==> src/rtl/vending_pkg.sv <==
// Shared definitions for the vending machine and its change dispenser.
// Holds the change width, coin denominations and the dispenser FSM encoding.
package vending_pkg;

  localparam int unsigned CHG_W    = 5;
  localparam int unsigned TEN_VAL  = 10;
  localparam int unsigned FIVE_VAL = 5;

  typedef enum logic [2:0] {
    StIdle,
    StCheck,
    StEject,
    StGap,
    StFinish,
    StFault
  } state_e;

endpackage

==> src/rtl/coin_inventory.sv <==
// Single coin inventory counter: saturating refill add plus one decrement per cycle.
// Ports:
//   clk    - system clock
//   reset  - synchronous active-high reset, loads INIT
//   refill - add 'added' this cycle
//   added  - number of coins added on refill
//   dec    - one coin ejected this cycle
//   count  - current inventory
module coin_inventory #(
  parameter int unsigned INV_W = 5,
  parameter int unsigned INIT  = 4
) (
  input  logic             clk,
  input  logic             reset,
  input  logic             refill,
  input  logic [INV_W-1:0] added,
  input  logic             dec,
  output logic [INV_W-1:0] count
);

  localparam logic [INV_W:0] MaxCount = {1'b0, {INV_W{1'b1}}};

  logic [INV_W-1:0] count_q, count_d;
  logic [INV_W:0]   sum;

  // One extra bit holds count + added (+/- 1) without wrapping; dec is only
  // issued when count > 0, so the subtraction never borrows past zero.
  always_comb begin
    sum = {1'b0, count_q};
    if (refill) begin
      sum = sum + {1'b0, added};
    end
    if (dec) begin
      sum = sum - (INV_W+1)'(1);
    end
    count_d = (sum > MaxCount) ? {INV_W{1'b1}} : sum[INV_W-1:0];
  end

  always_ff @(posedge clk) begin
    if (reset) begin
      count_q <= INV_W'(INIT);
    end else begin
      count_q <= count_d;
    end
  end

  assign count = count_q;

endmodule

==> src/rtl/change_dispenser.sv <==
// Change dispenser: pays the change owed by vending_mach as 10 Rs / 5 Rs coins,
// greedy on tens, pacing single-cycle eject pulses by the hopper handshake.
// Ports:
//   clk, reset               - clock, synchronous active-high reset
//   give, change             - payout request and amount (rupees)
//   hopper_ready             - hopper accepts an eject pulse this cycle
//   refill, ten_added,
//   five_added               - inventory refill strobe and counts
//   eject_ten, eject_five    - one-cycle eject pulses
//   busy, done, fault        - status (fault is sticky until the next give)
//   remaining                - rupees still owed
//   ten_count, five_count    - current inventory
module change_dispenser
  import vending_pkg::*;
#(
  parameter int unsigned CHG_W     = vending_pkg::CHG_W,
  parameter int unsigned INV_W     = 5,
  parameter int unsigned TEN_INIT  = 4,
  parameter int unsigned FIVE_INIT = 4,
  parameter int unsigned GAP_CYC   = 2
) (
  input  logic             clk,
  input  logic             reset,
  input  logic             give,
  input  logic [CHG_W-1:0] change,
  input  logic             hopper_ready,
  input  logic             refill,
  input  logic [INV_W-1:0] ten_added,
  input  logic [INV_W-1:0] five_added,
  output logic             eject_ten,
  output logic             eject_five,
  output logic             busy,
  output logic             done,
  output logic             fault,
  output logic [CHG_W-1:0] remaining,
  output logic [INV_W-1:0] ten_count,
  output logic [INV_W-1:0] five_count
);

  localparam int unsigned GapW = (GAP_CYC > 1) ? $clog2(GAP_CYC) : 1;

  state_e           state_q, state_d;
  logic [CHG_W-1:0] remaining_q, remaining_d;
  logic             sel_ten_q, sel_ten_d;
  logic             fault_q, fault_d;
  logic [GapW-1:0]  gap_q, gap_d;

  always_comb begin
    state_d     = state_q;
    remaining_d = remaining_q;
    sel_ten_d   = sel_ten_q;
    fault_d     = fault_q;
    gap_d       = gap_q;
    eject_ten   = 1'b0;
    eject_five  = 1'b0;
    busy        = 1'b0;
    done        = 1'b0;
    unique case (state_q)
      StIdle: begin
        if (give) begin
          remaining_d = change;
          fault_d     = 1'b0;
          state_d     = StCheck;
        end
      end
      StCheck: begin
        busy = 1'b1;
        if (remaining_q == '0) begin
          state_d = StFinish;
        end else if ((remaining_q % CHG_W'(FIVE_VAL)) != '0) begin
          fault_d = 1'b1;
          state_d = StFault;
        end else if ((remaining_q >= CHG_W'(TEN_VAL)) && (ten_count != '0)) begin
          sel_ten_d = 1'b1;
          state_d   = StEject;
        end else if ((remaining_q >= CHG_W'(FIVE_VAL)) && (five_count != '0)) begin
          sel_ten_d = 1'b0;
          state_d   = StEject;
        end else begin
          fault_d = 1'b1;
          state_d = StFault;
        end
      end
      StEject: begin
        busy = 1'b1;
        if (hopper_ready) begin
          eject_ten   = sel_ten_q;
          eject_five  = ~sel_ten_q;
          remaining_d = remaining_q - (sel_ten_q ? CHG_W'(TEN_VAL) : CHG_W'(FIVE_VAL));
          gap_d       = '0;
          state_d     = StGap;
        end
      end
      StGap: begin
        busy = 1'b1;
        if (gap_q == GapW'(GAP_CYC - 1)) begin
          state_d = StCheck;
        end else begin
          gap_d = gap_q + GapW'(1);
        end
      end
      StFinish: begin
        done    = 1'b1;
        state_d = StIdle;
      end
      StFault: begin
        state_d = StIdle;
      end
      default: begin
        state_d = StIdle;
      end
    endcase
  end

  always_ff @(posedge clk) begin
    if (reset) begin
      state_q     <= StIdle;
      remaining_q <= '0;
      sel_ten_q   <= 1'b0;
      fault_q     <= 1'b0;
      gap_q       <= '0;
    end else begin
      state_q     <= state_d;
      remaining_q <= remaining_d;
      sel_ten_q   <= sel_ten_d;
      fault_q     <= fault_d;
      gap_q       <= gap_d;
    end
  end

  assign fault     = fault_q;
  assign remaining = remaining_q;

  coin_inventory #(
    .INV_W (INV_W),
    .INIT  (TEN_INIT)
  ) u_ten_inv (
    .clk    (clk),
    .reset  (reset),
    .refill (refill),
    .added  (ten_added),
    .dec    (eject_ten),
    .count  (ten_count)
  );

  coin_inventory #(
    .INV_W (INV_W),
    .INIT  (FIVE_INIT)
  ) u_five_inv (
    .clk    (clk),
    .reset  (reset),
    .refill (refill),
    .added  (five_added),
    .dec    (eject_five),
    .count  (five_count)
  );

endmodule

==> config.mk <==
export PLATFORM = sky130hd
export DESIGN_NAME = change_dispenser
export DESIGN_NICKNAME = d
export VERILOG_FILES = /design/src/rtl/vending_pkg.sv /design/src/rtl/coin_inventory.sv /design/src/rtl/change_dispenser.sv
export SDC_FILE = /design/constraint.sdc
export NUM_CORES = 1
export LEC_CHECK = 0
export BUFFER_PORTS_ARGS = -buffer_cell sky130_fd_sc_hd__buf_2
export CORE_MARGIN = 1.5
export CORE_UTILIZATION = 35
export DETAILED_ROUTE_END_ITERATION = 8
export HOLD_SLACK_MARGIN = 0.15
export PLACE_DENSITY = 0.56
export SETUP_SLACK_MARGIN = 0.5
export SKIP_LAST_GASP = 1
export SYNTH_ARGS = -nofsm -noshare
export SYNTH_HDL_FRONTEND = slang
export SYNTH_HIERARCHICAL = 1
export SYNTH_SLANG_ARGS = --single-unit
==> constraint.sdc <==
create_clock -name clk -period 4.5 [get_ports clk]
set_clock_uncertainty 0.2 [all_clocks]
set_input_delay 1.125 -clock clk [delete_from_list [all_inputs] [get_ports clk]]
set_output_delay 1.125 -clock clk [all_outputs]
set_load 0.02 [all_outputs]
# Word-level counts from Yosys, hierarchy flattened
# Cells that the tools add are included.
# totals
reg_bits	21
output_inout_bits	20
word_cells	87
# op_classes
n_addsub	6
n_div	1
order_cmp	4
eq_ne	10
mux	35
bitwise	3
n_reduce_logical	19
# op_table
op	count
6-bit two-way mux	4
3-bit two-way mux	7
5-bit two-way mux	4
1-bit two-way mux	15
5-bit nonzero test	3
5-bit by 5-bit adder with 6-bit output	2
6-bit by 5-bit > comparator with 1-bit output, second input constant	2
3-bit case mux with 4 select lines	1
6-bit by 1-bit subtractor with 6-bit output, second input constant	2
5-bit case mux with 2 select lines	1
2-bit inequality test, second input constant	4
2-bit nonzero test	4
3-bit by 2-bit equality test with 1-bit output, second input constant	2
3-bit inequality test, second input constant	2
3-bit AND reduction	2
5-bit by 3-bit greater-or-equal comparator with 1-bit output, second input constant	1
5-bit by 4-bit greater-or-equal comparator with 1-bit output, second input constant	1
5-bit logical NOT	1
5-bit by 3-bit modulo with 5-bit output, second input constant	1
5-bit AND reduction	1
5-bit by 4-bit subtractor with 5-bit output	1
4-bit two-way mux	1
1-bit case mux with 2 select lines	2
4-bit AND reduction	1
9 further kinds	13

# Longest topological paths before layout
# depth
depth_word	7
ltp_mapped	12

# By module
# The synthesis kept the hierarchy.
# by_module_without_submodules
module	instances	cells_per_inst	area_per_inst_um2	seq_area_each_um2
coin_inventory	2	71	579.3	100.1
change_dispenser	1	101	818.3	220.2

# Worst setup path after synthesis
# Ideal clock, no wire load.
# synth_path
kind	input port to flip-flop
startpoint	input port ten_added[0]
endpoint	register u_ten_inv.count_q[4], in the netlist u_ten_inv/count[4]
setup_ns	0.086
arrival_time_ns	3.034
required_ns	4.214
setup_slack_ns	1.180
cell_stages	12
path_cell_list	ha_1 inv_1 fa_1 nand2_1 o21ai_0 ha_1 nand2_1 a211o_1 or2b_1 nand2_1 a21o_1 a221oi_2
# synth_via
elab_chain_len	6
# synth_lines
item	line_no	source
start, declared	change_dispenser.sv:28	input logic [INV_W-1:0] ten_added,
5-bit by 5-bit adder with 6-bit output (*)	coin_inventory.sv:31	sum = sum + {1'b0, added};
6-bit two-way mux (*)	coin_inventory.sv:30	if (refill) begin
6-bit by 1-bit subtractor with 6-bit output	coin_inventory.sv:34	sum = sum - (INV_W+1)'(1);
6-bit two-way mux (*)	coin_inventory.sv:33	if (dec) begin
6-bit by 5-bit > comparator with 1-bit output	coin_inventory.sv:36	count_d = (sum > MaxCount) ? {INV_W{1'b1}} : sum[INV_W-1:0];
5-bit two-way mux (*)	coin_inventory.sv:36	
end signal, assigned	coin_inventory.sv:41	count_q <= INV_W'(INIT);
end signal, assigned	coin_inventory.sv:43	count_q <= count_d;
end, declared	coin_inventory.sv:23	logic [INV_W-1:0] count_q, count_d;
# Every way passes the cells marked *; elsewhere a longest branch is shown, timed or not.
# A chain may end at the register's enable or synchronous reset.

# Worst setup path in the final report
# layout_path
startpoint	register state_q[1]
endpoint	output port eject_five
# layout_via
elab_chain_len	2
# layout_lines
item	line_no	source
start, declared	change_dispenser.sv:42	state_e state_q, state_d;
start signal, assigned	change_dispenser.sv:117	state_q <= StIdle;
start signal, assigned	change_dispenser.sv:123	state_q <= state_d;
3-bit by 2-bit equality test with 1-bit output	change_dispenser.sv:58	unique case (state_q)
1-bit two-way mux	change_dispenser.sv:58	
end, declared	change_dispenser.sv:31	output logic eject_five,
# Every way passes these cells.

==> impl_metrics.json <==
{
  "grt_overflow": 0,
  "n_antenna_cell": 0,
  "clock-root-buffer": "clkbuf_8",
  "portBuffers": 39,
  "grt_use_total_pct": 15.3,
  "ir_worst_vdd_mv": 0.135,
  "core.rowCount": 27,
  "grt_pass1_vias": 1739,
  "max_slew_margin_pct": 51.5,
  "syn-num-nets": 282,
  "grt_start_max_net_pins": 31,
  "dominantRegCellSynth": "dfxtp_1",
  "grt_pass1_wl_mm": 7.85,
  "fin_setup_tns_ps": 0,
  "cp.arrival_ps": 2080,
  "fin_area_um2": 2270,
  "start_kind": "flop",
  "drive_above_1_share_pct": 21.2,
  "vias": 1845,
  "drtIter0Drc": 47,
  "drc": 0,
  "drt_wl_total_mm": 4.42,
  "io_pins": 40,
  "numCtsBuffers": 3,
  "gp_congestion": 0.761,
  "synth_edf_count": 0,
  "fmax_mhz": 293,
  "die_x_um": 78.2,
  "cts_setup_buffers": 0,
  "cts.sinks": 21,
  "yosysUniqueCellTypes": 56,
  "start_util_pct": 36.1,
  "max_cap_violations": 0,
  "worst-setup-path-type": "flop to output pin",
  "rsz0062_at_grt": "false",
  "synth_seq_cells": 21,
  "clk_pin_slew_worst_paths_ps": 80,
  "synthToLayoutAreaGrowth_pct": 14.9,
  "ctsResizeCount": 0,
  "dpl.hpwl_mm": 3.57,
  "yosys-top-cells-count": "nor2_1 (29), nand2_1 (23), dfxtp_1 (21)",
  "fin_cells": 350,
  "synth_most_common_cell": "nor2_1",
  "ys_seq_area_share_pct": 21.3,
  "tightest_slew_ps": 721,
  "timing.final.crit_share_pct": 75.7,
  "dpl.cell_count": 346,
  "ys.warnings.count": 6,
  "postPlaceCellArea_um2": 2220,
  "fill_cells": 590,
  "synthTopCellsByArea": "dfxtp_1 (21%), ha_1 (10%), nor2_1 (5.5%)",
  "worstPathRequired_ps": 3170,
  "postSynthCellCount": 243,
  "status": "completed",
  "fp.dieH_um": 78.2,
  "cts_max_level": 1,
  "worstSkewPairLatency_ps": 260,
  "cts_tree": "yes",
  "yosys.area.top_type_share_pct": 21.3,
  "powerDensity_nw_per_um2": 365,
  "core_area_um2": 5470,
  "leakage_uw": 0.000944,
  "wl_per_cell_um": 12.6,
  "hp-class": "flop to flop",
  "finalPower_uw": 829,
  "synthArstFlopShare_pct": 0,
  "finalMaxSlewViolations": 0,
  "hold_viol_final": 0,
  "antenna_found_initial": 0,
  "post-route-min-period_ps": 3410,
  "synth_area_um2": 1980,
  "viasPerCell": 5.27,
  "path_max_fanout": 11,
  "nets": 318,
  "synth_area_leader_cell": "dfxtp_1",
  "clockBufferDepth": 2,
  "syn_area_per_cell_um2": 8.14,
  "drt_first_pass_iters": 6,
  "ant_nets": 0,
  "die_area_um2": 6110,
  "cp-end-kind": "output pin",
  "holdBufCountCts": 0,
  "setup_viol": 0
}
[final cells by class]
cell class | count | area (um2) | area share (%)
clock buffer | 3 | 41.3 | 1.82
clock inverter | 1 | 5.00 | 0.220
timing repair buffer | 39 | 195 | 8.60
tap | 72 | 90.1 | 3.97
inverter | 16 | 60.1 | 2.64
sequential | 21 | 420 | 18.5
multi-input combinational | 198 | 1460 | 64.2
[per-layer routing]
metal / up-vias / GRT usage [%] / share of wire, %
met4: 0 / 1.07 / 0.38
met2: 27 / 26.4 / 47
met3: 2 / 3.37 / 3.3
met1: 842 / 20.2 / 49
li1: 974 / - / -
met5: - / 0 / 0
[path summary, 6_finish.rpt]
path                            startpoint                  to  slack (ps)  depth (start not counted)
worst max-delay path            state_q[1]          eject_five        1090                          5
worst max register to register  state_q[1]  u_ten_inv/count[4]        1340                         10
worst min register to register       fault               fault         300                          1
worst min-delay path                 fault               fault         300                          1
[registers in the layout, indices dropped and copies added (netlist names)]
| name | count |
|---|---|
| u_ten_inv/count | 5 |
| remaining | 5 |
| u_five_inv/count | 5 |
| gap_q | 1 |
| sel_ten_q | 1 |
| state_q | 3 |
| fault | 1 |
[power breakdown]
group | switching [uW] | internal [uW] | total (uW)
Clock | 59.9 | 61.6 | 122
Sequential | 56.3 | 220 | 276
Combinational | 246 | 185 | 432
Total | 363 | 467 | 829
[worst max-delay path, cell delays in order, from the launching register on]
cell and delay [ps]:
dfxtp_1 550, nor2b_2 270, nor2b_1 260, nand2_1 130
nor2_1 360, buf_2 250
[placed cells by master, fill, tap and decap left out, types with 5 or more instances in the layout]
cell      netlist  routed
buf_2           6      39
nor2b_1         9       9
nand2_1        23      23
inv_1          16      16
xnor2_1         5       5
ha_1           16      16
nor2_1         29      29
o21ai_0         6       6
dfxtp_1        21      21
a21oi_1        13      13
a211oi_1       11      11
xor2_1          7       7
[per-stage QoR]
stage	setup slack, ps	hold WS (ps)	utilization, %
4_1_cts	1050	306	41.5
2_1_floorplan	1180	258	-
6_report	1090	302	41.5
3_5_place_dp	944	284	40.6
3_3_place_gp	1010	282	40.6
5_1_grt	831	363	41.5
[logic make-up after synthesis]
group / share of synthesized area (%)
multiplexers: 3.16
XOR/XNOR: 5.32
adder cells (fa/ha/maj): 13.2
AND/OR/NAND/NOR: 24.7
AO/OA/AOI/OAI: 27.4
flip-flops: 21.3
buffers and inverters: 4.94
Note: power is estimated with default switching activity, not from simulation.
